File: src/rtl/imm_gen_exe.sv
// rtl/imm_gen_exe.sv - execute-stage immediate rebuild with two-entry elastic buffer
module imm_gen_exe #(
  parameter int              XLEN        = 32,
  parameter logic [XLEN-1:0] RESET_INSTR = 32'h00000013
) (
  input  logic            clk,
  input  logic            rst_n,
  input  logic            flush,
  input  logic            in_valid,
  output logic            in_ready,
  input  logic [3:0]      in_imm_sel,
  input  logic [XLEN-1:0] in_instr,
  output logic            out_valid,
  input  logic            out_ready,
  output logic [XLEN-1:0] out_instr,
  output logic [XLEN-1:0] out_imm,
  output logic            out_illegal
);

  typedef enum logic [1:0] {ST_EMPTY, ST_ONE, ST_TWO} state_t;

  state_t            state_q, state_d;
  logic [XLEN-1:0]   out_instr_d, out_imm_d;
  logic              out_illegal_d;
  logic [XLEN-1:0]   skid_instr_q, skid_instr_d, skid_imm_q, skid_imm_d;
  logic              skid_illegal_q, skid_illegal_d;
  logic [XLEN-1:0]   new_imm;
  logic              new_illegal;
  logic              accept, pop;

  assign out_valid = (state_q != ST_EMPTY);
  assign accept    = in_valid & in_ready;
  assign pop       = out_valid & out_ready;

  // Immediate is rebuilt from the raw instruction before it is stored anywhere
  always_comb begin
    new_imm     = '0;
    new_illegal = 1'b0;
    case (in_imm_sel)
      4'd0: new_imm = '0;
      4'd1: new_imm = {{20{in_instr[31]}}, in_instr[31:20]};
      4'd2: new_imm = {{20{in_instr[31]}}, in_instr[31:25], in_instr[11:7]};
      4'd3: new_imm = {{19{in_instr[31]}}, in_instr[31], in_instr[7],
                       in_instr[30:25], in_instr[11:8], 1'b0};
      4'd4: new_imm = {in_instr[31:12], 12'h000};
      4'd5: new_imm = {{11{in_instr[31]}}, in_instr[31], in_instr[19:12],
                       in_instr[20], in_instr[30:21], 1'b0};
      default: new_illegal = 1'b1;
    endcase
  end

  always_comb begin
    state_d        = state_q;
    out_instr_d    = out_instr;
    out_imm_d      = out_imm;
    out_illegal_d  = out_illegal;
    skid_instr_d   = skid_instr_q;
    skid_imm_d     = skid_imm_q;
    skid_illegal_d = skid_illegal_q;
    if (flush) begin
      state_d       = ST_EMPTY;
      out_instr_d   = RESET_INSTR;
      out_imm_d     = '0;
      out_illegal_d = 1'b0;
    end else begin
      case (state_q)
        ST_EMPTY: begin
          if (accept) begin
            state_d       = ST_ONE;
            out_instr_d   = in_instr;
            out_imm_d     = new_imm;
            out_illegal_d = new_illegal;
          end
        end
        ST_ONE: begin
          if (accept && pop) begin
            out_instr_d   = in_instr;
            out_imm_d     = new_imm;
            out_illegal_d = new_illegal;
          end else if (accept) begin
            state_d        = ST_TWO;
            skid_instr_d   = in_instr;
            skid_imm_d     = new_imm;
            skid_illegal_d = new_illegal;
          end else if (pop) begin
            // Going empty: present the reset NOP again
            state_d       = ST_EMPTY;
            out_instr_d   = RESET_INSTR;
            out_imm_d     = '0;
            out_illegal_d = 1'b0;
          end
        end
        ST_TWO: begin
          if (pop) begin
            state_d       = ST_ONE;
            out_instr_d   = skid_instr_q;
            out_imm_d     = skid_imm_q;
            out_illegal_d = skid_illegal_q;
          end
        end
        default: state_d = ST_EMPTY;
      endcase
    end
  end

  always_ff @(posedge clk or negedge rst_n) begin
    if (!rst_n) begin
      state_q        <= ST_EMPTY;
      in_ready       <= 1'b1;
      out_instr      <= RESET_INSTR;
      out_imm        <= '0;
      out_illegal    <= 1'b0;
      skid_instr_q   <= '0;
      skid_imm_q     <= '0;
      skid_illegal_q <= 1'b0;
    end else begin
      state_q        <= state_d;
      in_ready       <= (state_d != ST_TWO);
      out_instr      <= out_instr_d;
      out_imm        <= out_imm_d;
      out_illegal    <= out_illegal_d;
      skid_instr_q   <= skid_instr_d;
      skid_imm_q     <= skid_imm_d;
      skid_illegal_q <= skid_illegal_d;
    end
  end

endmodule
File: config.mk
export PLATFORM = sky130hd
export DESIGN_NAME = imm_gen_exe
export DESIGN_NICKNAME = d
export VERILOG_FILES = /design/src/rtl/imm_gen_exe.sv
export SDC_FILE = /design/constraint.sdc
export NUM_CORES = 1
export LEC_CHECK = 0
export CAP_MARGIN = 5
export CORE_AREA = 4 4 139 141
export DETAILED_ROUTE_END_ITERATION = 16
export DIE_AREA = 0 0 143 145
export PLACE_DENSITY_LB_ADDON = 0.05
export SLEW_MARGIN = 30
export SYNTH_ARGS = -nofsm -noshare
export SYNTH_HDL_FRONTEND = slang
export SYNTH_SLANG_ARGS = --single-unit
export TNS_END_PERCENT = 1
File: constraint.sdc
create_clock -name clk -period 2.35 [get_ports clk]
set_input_delay 0.47 -clock clk [delete_from_list [all_inputs] [get_ports clk]]
set_output_delay 0.47 -clock clk [all_outputs]
set_load 0.1 [all_outputs]
Yosys cells after proc, flatten, opt, wreduce, memory -nomap -nowiden. Index checks and enable logic that the tools add are counted. W data, S select, Z words.

Flip-flop bits (word level): 133. Latch bits: 0. RAM bits: 0. ROM bits: 0. Input port bits: 41. Word-level logic and storage cells: 62. Memories: 0.

Add/sub/neg operators: 0. Multipliers: 0. Divide/modulo/power cells: 0. Magnitude comparators: 0. Equal/unequal tests: 12. Shift-type cells: 0. Muxes and demuxes: 30. Bitwise gates (word level): 4. Reduce and logical (&&, ||, !) cells: 8.

Operators with widths (count): $mux W32 (12); $pmux W32 S3 (2); $pmux W32 S5 (1); $mux W2 (6); $eq A4 B2 Y1 const B (2); $eq A4 B3 Y1 const B (2); $ne A4 B4 Y1 const B (2); $mux W1 (7); $ne A3 B3 Y1 const B (2); $pmux W2 S3 (1); $reduce_or A6 Y1 (1); $reduce_and A5 Y1 (1); $eq A4 B1 Y1 const B (1); $logic_not A4 Y1 (1); $reduce_and A4 Y1 (1); $reduce_bool A4 Y1 (1); $pmux W1 S3 (1); $and A1 B1 Y1 (2); $eq A2 B1 Y1 const B (1); $eq A2 B2 Y1 const B (1); $logic_not A2 Y1 (1); $ne A2 B2 Y1 const B (1); $not A1 Y1 (2); $reduce_bool A2 Y1 (1); $logic_and A1 B1 Y1 (1).

Logic depth before layout (Yosys ltp). Gate-level depths: netlist (run 1).

Word-level depth: 8. Depth in mapped cells: 10. Mapped depth without buffers: 6.

Worst setup path before layout (run 1). OpenSTA, ideal clock, no wires.

Path type: reg2reg. Start point: register state_q[0]. End point: register out_imm[30]. Arrival: 2.461 ns. Required time: 2.274 ns. Setup slack: -0.187 ns. Cell stages (with the launch flop): 10. Path buffers: 3. Cell sequence: dfrtp_1 -> inv_1 -> ha_1 -> buf_6 -> inv_1 -> nor2_1 -> or4_4 -> buf_6 -> buf_6 -> o21ai_1.

Longest elaborated chain between the ends: 6. Elaborated cells between the ends (all ways): 15. Classes of those cells: eq/ne (6); mux (3); bitwise (1); reduce/logical (5).

RTL lines: from (decl) (line 22) `state_t state_q, state_d;`; from (signal assigned) (line 117) `state_q <= state_d;`; $reduce_bool A2 Y1 * (line 31) `assign out_valid = (state_q != ST_EMPTY);`; via out_valid (line 13) `output logic out_valid,`; $and A1 B1 Y1 * (line 33) `assign pop = out_valid & out_ready;`; $logic_and A1 B1 Y1 (line 76) `if (accept && pop) begin`; $mux W32 (line 76); $pmux W32 S3 (line 66) `case (state_q)`; $mux W32 (line 60) `if (flush) begin`; to (signal assigned) (line 120) `out_imm <= out_imm_d;`; to (decl) (line 16) `output logic [XLEN-1:0] out_imm,`.

The timed path passes the listed nets; every way through them passes the cells marked *. A chain may end at the register's enable or synchronous reset.

Final worst setup path (run 1).
Start point: register state_q[0]. End point: register out_imm[1].

Longest elaborated chain between the ends: 6. Elaborated cells between the ends (all ways): 15. Classes of those cells: eq/ne (6); mux (3); bitwise (1); reduce/logical (5).

RTL lines (line): $reduce_bool A2 Y1 (31); $and A1 B1 Y1 (33); $logic_and A1 B1 Y1 (76); $mux W32 (76); $pmux W32 S3 (66); $mux W32 (60).

Parallel ways exist; a longest one is shown, timed or not.

==> results of run 1 <==
cell usage after synthesis (2+ instances only):
cell type / instances / area share, %
dfrtp_1: 129 / 56
nand2_1: 82 / 5.4
o21ai_0: 75 / 6.5
a22oi_1: 60 / 7.9
o21ai_1: 40 / 3.5
inv_1: 33 / 2.2
clkbuf_1: 29 / 1.9
a21oi_1: 24 / 2.1
nor2_1: 11 / 0.72
a22o_1: 7 / 1.1
a21o_1: 6 / 0.79
buf_6: 6 / 1.2
mux2_2: 6 / 1.2
buf_2: 5 / 0.44
dfstp_2: 4 / 1.8
ha_1: 4 / 0.87
nor2b_1: 4 / 0.44
nand3b_1: 3 / 0.39
o22a_1: 3 / 0.46
a211oi_1: 2 / 0.26
and3_1: 2 / 0.22
buf_1: 2 / 0.13
nand2b_1: 2 / 0.22
nand4b_1: 2 / 0.31
nor3b_1: 2 / 0.26
or2_2: 2 / 0.22
power breakdown:
group          total [W]  switching (W)  leakage, nW  internal, W
logic            0.00211        0.00151         1.58     0.000599
clock network    0.00252       0.000941        0.273      0.00158
registers        0.00307       0.000271         1.77      0.00280
total            0.00770        0.00272         3.62      0.00498
worst max-delay path: stages, from the launching register on:
cell and delay [ns]:
dfrtp_1 0.44, inv_2 0.12, ha_1 0.23, and4bb_4 0.23, buf_4 0.14, a2111oi_4 0.36
buf_4 0.39, a22o_1 0.20, a21o_1 0.08
per-layer routing:
| layer | global-route usage, % | vias up | part of all wire, % | wire (um) |
|---|---|---|---|---|
| li1 | - | 2240 | - | - |
| met1 | 24.3 | 2258 | 47 | 7880 |
| met2 | 24.5 | 108 | 47 | 7800 |
| met3 | 4.18 | 12 | 5.2 | 875 |
| met4 | 5.42 | 0 | 1.2 | 206 |
| met5 | 0 | - | 0 | 0 |
metrics by stage:
stage               utilization, %  cell area [um^2]  hold WS, ns  instances  worst slack [ns]
floorplan                        -              5760        0.174        565           0.00209
global placement              39.7              7130        0.458        895           0.00165
detailed placement            39.7              7130        0.464        895           -0.0217
CTS                           42.7              7680       0.0249        927            0.0951
global route                  42.7              7680       0.0385        927           -0.0287
finish                        42.7              7680      0.00715        927             0.109
cell families after synthesis:
logic type | count (synthesis)
mux | 6
compound gates | 225
flops | 133
buf+inv | 75
simple gates | 122
fa+ha+maj | 4
worst paths after layout:
kind	from	end	slack (ns)	depth (start not counted)
max	state_q[0]	out_imm[1]	0.11	8
min	rst_n	out_instr[13]	0.007	1
max reg2reg	state_q[0]	out_imm[1]	0.11	8
min reg2reg	skid_instr_q[0]	skid_instr_q[0]	0.47	2
max in group asynchronous	rst_n	out_instr[1]	1.69	2
min in group clk	skid_instr_q[0]	skid_instr_q[0]	0.47	2
final cells by class:
| class | count | share of cell area [%] |
|---|---|---|
| Inverter | 33 | 1.66 |
| Multi-Input combinational cell | 357 | 27.2 |
| Clock buffer | 25 | 6.06 |
| Clock inverter | 7 | 1.11 |
| Timing Repair Buffer | 143 | 16.8 |
| Tap cell | 229 | 3.73 |
| Sequential cell | 133 | 43.4 |
registers in the layout, indices dropped and copies added (netlist names):
signal / flops
out_imm: 32
out_instr: 32
skid_imm_q: 32
skid_instr_q: 32
state_q: 2
in_ready: 1
out_illegal: 1
skid_illegal_q: 1
==> run metrics, run 1 <==
share of cells above drive strength 1 21.9%; IR drop worst, VDD around 570 uV; Resized cells post-CTS 0; Worst Skew 0.00741 ns; Post-Synth Adder-Cell Area less than 1%; period utilization 95.4%; routability cong. ~0.75; post-synthesis compound-gate area fraction 24.1%; clock sinks 133; final antenna-violating net count 0; Setup CP Type flop to flop; Mean Syn Cell Area about 10 um^2; DPL Wire Length between 10 and 15 mm; Max FO, Critical Path 26; register bit count reported by yosys 133; xor/xnor share of the synthesized area 0%; area grow syn2layout 33.9%; post-synth net total 610; Leakage 3.62 nW; Max Fclk roughly 450 MHz; Setup crit start kind flop; CTS Root Cell clkbuf_16; storage element area 3330 um^2; Layout fillers between 1500 and 2000; most frequent cells in the layout dfrtp_1, buf_4, nand2_1; clk buf depth 2; initial antenna violation count 0; # rows 49; Max Slew Vio Count 0; Worst Max-Slew Pin Slew between 0.5 and 0.6 ns; global route overflow 0; Yosys cell types 46; outcome finished, final reports clean; drt total wl 16.8 mm; CP Capture Type flop; first-pass GRT wire length 27.1 mm; GRT Total Usage 16.7%; number of flops mapped to enable cells by yosys 0; diodes inserted 0; crit path DAT 2.60 ns; Core Region about 18000 um^2; Mapped Cells 565; TritonCTS buffer count 17; asr flop ratio synth 100%; Remaining DRCs 0; Vias 4618; Max Cap Violations 0; final setup fails 0; wire length per cell 18.1 um; Net count, final between 700 and 800; unrepaired setup endpoints after global routing yes; Buffers on Ports 107; Hold Crit Class input pin to async pin; via/cell ratio 4.98; Cell Pwr Density around 1000 nW/um^2; DRT iter0 DRCs 275; Synth Warn # 0; clock-pin slew on the worst setup and hold paths 0.05 ns; main combinational cell family by area after synthesis compound AO/OA/AOI/OAI gates; multiplexer area fraction after synthesis 1.18%; vias in the first global route 4675; Clk Latency, worst-skew pair 0.42 ns; hold_buf cts 0; mapped cell area ~5700 um^2; Post-Synth Simple-Gate Area 9.95%; # IOs 108; Period minus WS final 2.24 ns; commonest non-fill, non-tap cell in the layout dfrtp_1; Starting Density 31.9%; DIE AREA 20700 um^2; Post-CTS Setup Inserts 0; worst relative slew slack 61.9%; CTS HTree Levels 4; Die Y 145 um; largest net degree at the start of global routing a little under 70; Critical Path RT roughly 2.7 ns; Final Power a little under 0.008 W; Die X 143 um; Hold Violations, Final 0; setup TNS 0 ns; CTS tree built; Detailed Routing Iterations Pass 1 5; Primary FF master, synth dfrtp_1; Seq/Total Area, Yosys 58.1%; area of the multi-input gates roughly 2100 um^2
Power figures use the tool's default switching activity.
==> run 2: changes to the inputs <==
Settings changed: CTS_CLUSTER_DIAMETER from default to 120.
==> results of run 2 <==
Same layout as run 1: the final DEF is identical, and so are final timing and power.
